==> src/rtl/display_scheduler_if.sv <==
// display_scheduler_if: scan, game-logic RAM arbitration and tile-drawer handshake bundle.
interface display_scheduler_if;
   logic       frame_tick;
   logic       game_req;
   logic [7:0] game_addr;
   logic       game_gnt;
   logic [7:0] ram_addr;
   logic [7:0] ram_rdata;
   logic [7:0] cell_addr;
   logic [7:0] cell_data;
   logic       draw_start;
   logic       draw_done;
   logic       busy;
   logic       frame_done;
   logic       overrun;
   logic       draw_err;
   modport master (
      input  frame_tick, game_req, game_addr, ram_rdata, draw_done,
      output game_gnt, ram_addr, cell_addr, cell_data, draw_start, busy, frame_done, overrun, draw_err
   );
   modport slave (
      output frame_tick, game_req, game_addr, ram_rdata, draw_done,
      input  game_gnt, ram_addr, cell_addr, cell_data, draw_start, busy, frame_done, overrun, draw_err
   );
endinterface

==> src/rtl/display_scheduler.sv <==
// display_scheduler: walks the 10x10 board once per frame, feeding non-empty cells to the tile drawer.
// Optional draw watchdog enabled by defining DISP_SCHED_WATCHDOG_EN.
module display_scheduler #(
   parameter int COLS        = 10,
   parameter int ROWS        = 10,
   parameter int RAM_LAT     = 1,
   parameter int TIMEOUT_CYC = 1023
) (
   input logic clock,
   input logic resetn,
   display_scheduler_if.master bus
);
   typedef enum logic [2:0] {IDLE, GRANT, ADDR, WAIT, CLASS, DRAW, NEXT} state_t;
   state_t     state;
   logic [3:0] row, col;
   logic [1:0] lat;
   logic       pending;
   logic       last_col, last_cell;
   assign last_col      = col == 4'(COLS - 1);
   assign last_cell     = last_col && row == 4'(ROWS - 1);
   assign bus.game_gnt  = state == GRANT;
   assign bus.ram_addr  = bus.game_gnt ? bus.game_addr : {row, col};
`ifdef DISP_SCHED_WATCHDOG_EN
   localparam int WDW = $clog2(TIMEOUT_CYC + 1);
   logic [WDW-1:0] wd;
   logic           err;
   assign bus.draw_err = err;
`else
   assign bus.draw_err = 1'b0;
`endif
   always_ff @(posedge clock or negedge resetn) begin
      if (!resetn) begin
         state          <= IDLE;
         row            <= '0;
         col            <= '0;
         lat            <= '0;
         pending        <= 1'b0;
         bus.busy       <= 1'b0;
         bus.cell_addr  <= '0;
         bus.cell_data  <= '0;
         bus.draw_start <= 1'b0;
         bus.frame_done <= 1'b0;
         bus.overrun    <= 1'b0;
`ifdef DISP_SCHED_WATCHDOG_EN
         wd             <= '0;
         err            <= 1'b0;
`endif
      end else begin
         bus.draw_start <= 1'b0;
         bus.frame_done <= 1'b0;
         if (bus.frame_tick && bus.busy) bus.overrun <= 1'b1;
         // a tick that lands while game logic holds the port outside a scan is kept for later
         if (bus.frame_tick && !bus.busy && state != IDLE) pending <= 1'b1;
         case (state)
            IDLE:
               if (bus.game_req) begin
                  state   <= GRANT;
                  pending <= pending | bus.frame_tick;
               end else if (bus.frame_tick || pending) begin
                  state    <= ADDR;
                  bus.busy <= 1'b1;
                  pending  <= 1'b0;
                  row      <= '0;
                  col      <= '0;
               end
            GRANT: if (!bus.game_req) state <= bus.busy ? ADDR : IDLE;
            ADDR: begin
               lat   <= 2'(RAM_LAT - 1);
               state <= WAIT;
            end
            WAIT:
               if (lat == '0) begin
                  bus.cell_data <= bus.ram_rdata;
                  bus.cell_addr <= {row, col};
                  state         <= CLASS;
               end else lat <= lat - 2'd1;
            CLASS:
               if (bus.cell_data == '0) state <= NEXT;
               else begin
                  bus.draw_start <= 1'b1;
                  state          <= DRAW;
`ifdef DISP_SCHED_WATCHDOG_EN
                  wd             <= '0;
`endif
               end
`ifdef DISP_SCHED_WATCHDOG_EN
            DRAW:
               if (bus.draw_done) state <= NEXT;
               else if (wd == WDW'(TIMEOUT_CYC - 1)) begin
                  err   <= 1'b1;
                  state <= NEXT;
               end else wd <= wd + 1'b1;
`else
            DRAW: if (bus.draw_done) state <= NEXT;
`endif
            NEXT:
               if (last_cell) begin
                  bus.frame_done <= 1'b1;
                  bus.busy       <= 1'b0;
                  row            <= '0;
                  col            <= '0;
                  state          <= IDLE;
               end else begin
                  col   <= last_col ? 4'd0 : col + 4'd1;
                  row   <= last_col ? row + 4'd1 : row;
                  state <= bus.game_req ? GRANT : ADDR;
               end
            default: state <= IDLE;
         endcase
      end
   end
endmodule

==> src/flat_wrapper.sv <==
// flat-port wrapper written by rule: the top's interface ports become plain ports
module display_scheduler_flat 
#(
   parameter int COLS        = 10,
   parameter int ROWS        = 10,
   parameter int RAM_LAT     = 1,
   parameter int TIMEOUT_CYC = 1023
)
  (clock, resetn, bus_frame_tick, bus_game_req, bus_game_addr, bus_ram_rdata, bus_draw_done, bus_game_gnt, bus_ram_addr, bus_cell_addr, bus_cell_data, bus_draw_start, bus_busy, bus_frame_done, bus_overrun, bus_draw_err);
  display_scheduler_if bus_i ();
  input logic clock;
  input logic resetn;
  input wire logic [$bits(bus_i.frame_tick)-1:0] bus_frame_tick;
  input wire logic [$bits(bus_i.game_req)-1:0] bus_game_req;
  input wire logic [$bits(bus_i.game_addr)-1:0] bus_game_addr;
  input wire logic [$bits(bus_i.ram_rdata)-1:0] bus_ram_rdata;
  input wire logic [$bits(bus_i.draw_done)-1:0] bus_draw_done;
  output wire logic [$bits(bus_i.game_gnt)-1:0] bus_game_gnt;
  output wire logic [$bits(bus_i.ram_addr)-1:0] bus_ram_addr;
  output wire logic [$bits(bus_i.cell_addr)-1:0] bus_cell_addr;
  output wire logic [$bits(bus_i.cell_data)-1:0] bus_cell_data;
  output wire logic [$bits(bus_i.draw_start)-1:0] bus_draw_start;
  output wire logic [$bits(bus_i.busy)-1:0] bus_busy;
  output wire logic [$bits(bus_i.frame_done)-1:0] bus_frame_done;
  output wire logic [$bits(bus_i.overrun)-1:0] bus_overrun;
  output wire logic [$bits(bus_i.draw_err)-1:0] bus_draw_err;
  assign bus_i.frame_tick = bus_frame_tick;
  assign bus_i.game_req = bus_game_req;
  assign bus_i.game_addr = bus_game_addr;
  assign bus_i.ram_rdata = bus_ram_rdata;
  assign bus_i.draw_done = bus_draw_done;
  assign bus_game_gnt = bus_i.game_gnt;
  assign bus_ram_addr = bus_i.ram_addr;
  assign bus_cell_addr = bus_i.cell_addr;
  assign bus_cell_data = bus_i.cell_data;
  assign bus_draw_start = bus_i.draw_start;
  assign bus_busy = bus_i.busy;
  assign bus_frame_done = bus_i.frame_done;
  assign bus_overrun = bus_i.overrun;
  assign bus_draw_err = bus_i.draw_err;
  display_scheduler #(.COLS(COLS), .ROWS(ROWS), .RAM_LAT(RAM_LAT), .TIMEOUT_CYC(TIMEOUT_CYC)) u_core (.clock(clock), .resetn(resetn), .bus(bus_i));
endmodule
==> config.mk <==
export PLATFORM = sky130hd
export DESIGN_NAME = display_scheduler_flat
export DESIGN_NICKNAME = d
export VERILOG_FILES = /design/src/rtl/display_scheduler_if.sv /design/src/rtl/display_scheduler.sv /design/src/flat_wrapper.sv
export SDC_FILE = /design/constraint.sdc
export NUM_CORES = 1
export LEC_CHECK = 0
export CAP_MARGIN = 20
export CORE_MARGIN = 4
export CORE_UTILIZATION = 40
export DETAILED_ROUTE_END_ITERATION = 8
export GPL_TIMING_DRIVEN = 0
export PLACE_DENSITY = 0.69
export SETUP_SLACK_MARGIN = 0.15
export SKIP_CTS_REPAIR_TIMING = 1
export SLEW_MARGIN = 20
export SYNTH_ARGS = -nofsm -noshare
export SYNTH_HDL_FRONTEND = slang
export SYNTH_SLANG_ARGS = --single-unit
==> constraint.sdc <==
create_clock -name clock -period 1.8 [get_ports clock]
set_input_delay 0.36 -clock clock [delete_from_list [all_inputs] [get_ports clock]]
set_output_delay 0.36 -clock clock [all_outputs]
set_load 0.1 [all_outputs]
==> results of run 1 <==
[metal layers]
metal	routed length, um	GRT usage (%)	up-vias
li1	-	-	737
met3	174	3.65	8
met1	2020	20.9	760
met5	0	0	-
met4	57	4.83	0
met2	2500	29.8	34
[cells by family after synthesis]
family / after synthesis / share of synthesized area (%)
AO/OA/AOI/OAI: 42 / 14.4
XOR/XNOR: 1 / 0.504
adder cells (fa/ha/maj): 5 / 3.60
buffers and inverters: 18 / 5.18
flip-flops: 34 / 48.9
multiplexers: 14 / 9.06
other: 1 / 0.216
AND/OR/NAND/NOR: 54 / 18.1
[critical path, stage by stage, from the launching register on]
cell,delay [ps]
dfrtp_1,360
buf_6,140
inv_8,40
nor3_4,210
buf_12,160
mux2_4,320
buf_12,170
[flip-flops by register name, indices dropped and copies added, names as in the netlist]
register,count
u_core.bus.cell_addr,8
u_core.bus.draw_start,1
u_core.pending,1
u_core.lat,2
u_core.bus.frame_done,1
u_core.col,4
u_core.row,4
u_core.bus.overrun,1
u_core.bus.busy,1
u_core.state,3
u_core.bus.cell_data,8
[final cells by class]
| cell class | count | area, um2 | share of cell area (%) |
|---|---|---|---|
| buffer | 8 | 83.8 | 3.06 |
| clock buffer | 8 | 90.1 | 3.29 |
| inverter | 10 | 45.0 | 1.64 |
| multi-input combinational | 117 | 948 | 34.6 |
| sequential | 34 | 868 | 31.7 |
| tap | 50 | 62.6 | 2.28 |
| timing repair buffer | 65 | 641 | 23.4 |
[worst paths after layout]
kind	from	end	depth (start not counted)
worst max register to register	u_core.col[1]	u_core.state[0]	7
worst max-delay path	u_core.state[0]	bus_ram_addr[2]	6
min in group asynchronous	resetn	u_core.lat[1]	2
worst min register to register	u_core.bus.overrun	u_core.bus.overrun	1
max in group asynchronous	resetn	u_core.bus.cell_data[1]	3
worst min-delay path	u_core.bus.overrun	u_core.bus.overrun	1
[cells in the final DEF, fill, tap and decap left out, drive strengths merged, types with 5 or more instances in the layout]
cell	netlist	routed
dfrtp	34	34
buf	7	31
clkbuf	1	30
nand2	20	20
clkdlybuf4s50	0	19
o21ai	18	18
mux2	14	14
a21oi	12	12
inv	10	10
nor2	7	7
nand2b	6	6
nor3	5	5
ha	5	5
[through the flow]
stage          setup TNS (ps)  area [um2]  worst slack, ps
6_report                -1640        2740             -233
5_1_grt                 -2340        2740             -299
4_1_cts                -18580        2550            -1340
3_5_place_dp            -9620        2460            -1030
3_3_place_gp           -21000        2440             -997
2_1_floorplan               0        1890             2.66
==> results.md, run 1 <==
* Synth async-reset ratio at 100%
* Number of distinct library cells after synthesis at 38
* Ports at 51
* Grt total ovfl at 0
* FMAX at 492 MHz
* Die Ht at 73.9 um
* Initial Util at 42.3%
* Final Critical Period at 2030 ps
* Number of global-route vias before repair at 1488
* #FFs+latches synth at 34
* Synth Net Count at 195
* CTS root buffer: clkbuf_8
* Num rows at 23
* Die width at 73.9 um
* Routed length per instance at 16.3 um
* CTS buffer count at 5
* Starting DRT DRC Count at 74
* Dpl cells at 269
* Clk sink count at 34
* Post-synthesis sequential area ratio at 48.9%
* Clk pin slew, worst setup/hold paths at 70 ps
* Crit Path Category: reg -> out
* H-tree Lvls at 2
* Post-Syn Area at 1740 um2
* Die ar. at 5470 um2
* CTS tree: done
* Post-DP HPWL at 3370 um
* Initial DRT Pass Iterations at 4
* Crit path capture type: output pin
* Layout cells sized above 1 at 43.8%
* RSZ-0062 raised after global routing: yes
* Initial antenna violation count at 0
* Setup WS post-layout at -233 ps
* Clock Skew at 7.56 ps
* Port bufs at 49
* Slew headroom at 63.3%
* Worst Path Required at 1440 ps
* Layout area overhead at 57.5%
* Status: finished with violations
* Crit-path max FO at 6
* DRT Wirelength at 4750 um
* Commonest cells in the netlist: dfrtp_1 (34), nand2_1 (20), o21ai_0 (17)
* Core ar. at 4120 um2
* Top post-synthesis cells by area: dfrtp_1 (49%), mux2_2 (9.1%), o21ai_0 (4.9%), nand2_1 (4.3%), ha_1 (3.6%)
* CP Launch Type: flip-flop
* Post-synth top area cell: dfrtp_1
* Cell Count, Final, Fillers Out at 292
* Util after Layout at 66.6%
* Synth Flop Type: dfrtp_1
* Vias/cell at 5.27
* Largest net degree at the start of global routing at 26
* Post-DRT Antenna Nets at 0
* Most common cell in the synthesized netlist: dfrtp_1
* Fin. max-slew vios at 0
* Fin. Hold Viols at 0
* Synth warnings at 0
* Ratio of final minimum period to clock period at 113%
* Total of max-cap violations at 0
* Failing checks: setup timing
* Routability cong. at 0.747
* Hold Path Class: reg -> reg
* R2R Setup Slk at 30 ps
* Critical path data arrival time at 1670 ps
* DRC Markers at 0
* Total inserted antenna cells at 0
* CTS max path bufs at 2
* Layout fillers at 317
* Setup violations, final at 9
* Mapped Avg Cell Area at 10.3 um2
* Share of the synthesized area in the top cell type at 48.9%
* Slew @ Worst Pin at 553 ps
* Clock Latency Late Sink at 280 ps
* NumNets Final at 267
* Total Routing Usage GR at 16.9%
* First-pass GRT wire length at 7180 um
* DR vias at 1539
* WHS at 462 ps
* Synth Instances at 169
* Post-synth EDFFs at 0
Power of run 1 is left out: the tool's default activity adds up to more than one toggle a clock period on the data nets, which glitch-free logic cannot reach.
==> run 2, diff against run 1 <==
--- a/config.mk
+++ b/config.mk
@@ -6,13 +6,14 @@
 export NUM_CORES = 1
 export LEC_CHECK = 0
 export CAP_MARGIN = 20
-export CORE_MARGIN = 4
 export CORE_UTILIZATION = 40
 export DETAILED_ROUTE_END_ITERATION = 8
 export GPL_TIMING_DRIVEN = 0
+export HOLD_SLACK_MARGIN = 0.03
 export PLACE_DENSITY = 0.69
 export SETUP_SLACK_MARGIN = 0.15
 export SKIP_CTS_REPAIR_TIMING = 1
+export SKIP_LAST_GASP = 1
 export SLEW_MARGIN = 20
 export SYNTH_ARGS = -nofsm -noshare
 export SYNTH_HDL_FRONTEND = slang
==> run 2 against run 1 <==
  * Critical path depth fell by 1
  * Clock-buffer cell count decreased by 1
  * Critical endpoint unchanged
  * Largest cell class unchanged
  * Maximum frequency up 0.19%
  * The run still ends with setup timing left
==> results.md, run 2 (synthesis gave the netlist of run 1 again) <==
* Status: finished with violations
* Failing checks: setup timing
* Critical Path Sink: bus_ram_addr[2]
* Slew @ Worst Pin at 569 ps (+16.0 ps)
* FMAX at 493 MHz (+0.19%)
* DRT Wirelength at 4260 um (-10%)
* Post-DP HPWL at 3080 um (-8.5%)
* Critical path data arrival time at 1670 ps (about the same)
* Dpl ws at -1020 ps (+3.79 ps)
* Total inserted antenna cells at 0 (unchanged)
* CTS root buffer: clkbuf_8
* Slew headroom at 62.2% (-1.1 points)
* Hold Path Class: reg -> reg
* Port bufs at 49 (unchanged)
* Fin. Hold Viols at 0 (unchanged)
* Ports at 51 (unchanged)
* Initial antenna violation count at 0 (unchanged)
* Most used cell, CP: buf_12
* Setup WS post-layout at -229 ps (+3.80 ps)
* Crit path capture type: output pin
* Initial Util at 42.6% (+0.30 points)
* Multi-input logic area at 928 um2 (-2.1%)
* DR vias at 1477 (-4.0%)
* Die width at 67.9 um (-8.1%)
* Final Critical Period at 2030 ps (-3.80 ps)
* DP Area at 2460 um2 (+0.31%)
* Fin. max-slew vios at 0 (unchanged)
* Die Ht at 67.9 um (-8.1%)
* Largest regs: u_core.bus.cell_addr x8, u_core.bus.cell_data x8
* Layout area overhead at 53.7%
* Clock Skew at 5.76 ps (-1.79 ps)
* Commonest non-fill, non-tap cell in the layout: dfrtp_1
* WP buf/inv at 3 (-1)
* Slowest stage delay, CP at 400 ps (+40 ps)
* Top delay family on crit path: buffers and inverters
* Hold path start: u_core.bus.overrun
* Worst path slowest cell: dfrtp_1
* Total of max-cap violations at 0 (unchanged)
* Clk sink count at 34 (unchanged)
* Worst Path Required at 1440 ps (about the same)
* Cell Chain, Critical Path: buf_4 -> nor3_4 -> buf_12 -> mux2_4 -> buf_12
* FF-to-FF End: u_core.state[0]
* Die ar. at 4620 um2 (-16%)
* Total Routing Usage GR at 19.2% (+2.3 points)
* Clk pin slew, worst setup/hold paths at 70 ps (about the same)
* DRC Markers at 0 (unchanged)
* NumNets Final at 265 (-0.75%)
* Grt total ovfl at 0 (unchanged)
* Crit Path Category: reg -> out
* Most frequent cells in the layout: dfrtp_1 (24), clkbuf_2 (20), clkdlybuf4s50_1 (19)
* CP Launch Type: flip-flop
* FF-to-FF path depth at 7 (unchanged)
* Num rows at 23 (unchanged)
* Util after Layout at 65.4% (-1.1 points)
* FF+latch area at 868 um2 (unchanged)
* CTS buffer count at 5 (unchanged)
* Initial DRT Pass Iterations at 4 (unchanged)
* H-tree Lvls at 2 (unchanged)
* Routed length per instance at 14.7 um (-9.6%)
* RSZ-0062 raised after global routing: yes
* Clock Latency Late Sink at 280 ps (about the same)
* Post-DRT Antenna Nets at 0 (unchanged)
* Post-route design area at 2670 um2 (-2.4%)
* Number of global-route vias before repair at 1396 (-6.2%)
* Setup violations, final at 9 (unchanged)
* CTS max path bufs at 2 (unchanged)
* CTS tree: done
* WHS at 466 ps (+3.71 ps)
* Core ar. at 4090 um2 (-0.70%)
* Crit-path max FO at 10 (+4)
* Largest net degree at the start of global routing at 22 (-15%)
* Ratio of final minimum period to clock period at 113% (-0.21 points)
* Vias/cell at 5.09 (-3.4%)
* Layout cells sized above 1 at 42.9% (-0.88 points)
* Worst Setup SP: u_core.state[2]
* First-pass GRT wire length at 6420 um (-11%)
* R2R Path Start: u_core.col[1]
* Layout fillers at 330 (+4.1%)
* Worst path depth at 5 (-1)
* Routability cong. at 0.826 (+11%)
* R2R Setup Slk at 140 ps (+110 ps)
* Starting DRT DRC Count at 81 (+9.5%)
## run 2: worst min-delay path by stage
stage	end	cells past startpoint
floorplan	u_core.bus.busy	0
global placement	u_core.bus.overrun	1
detailed placement	u_core.bus.cell_data[6]	1
CTS	u_core.bus.cell_data[5]	1
global route	u_core.bus.overrun	1
finish	u_core.bus.overrun	1
## run 2: area by class of cell
type,instances,share of cell area [%]
Buffer,8,2.99
Inverter,10,1.68
Timing Repair Buffer,63,22.4
Clock inverter,1,0.187
Clock buffer,7,3.23
Multi-Input combinational cell,117,34.7
Sequential cell,34,32.5
Tap cell,50,2.34
## run 2: routing by layer
layer  up-vias  share of wire (%)  track usage (%)
li1        728                  -                -
met1       717                 42             22.7
met2        26                 53             33.3
met3         6                3.0             5.00
met4         0                1.3             7.03
met5         -                  0                0
## run 2: through the flow
stage	std cells	TNS [ps]
global route	290	-2360
floorplan	169	0
global placement	268	-21870
detailed placement	269	-9560
CTS	277	-18730
finish	290	-1840
Power of run 2 is left out for the same reason.
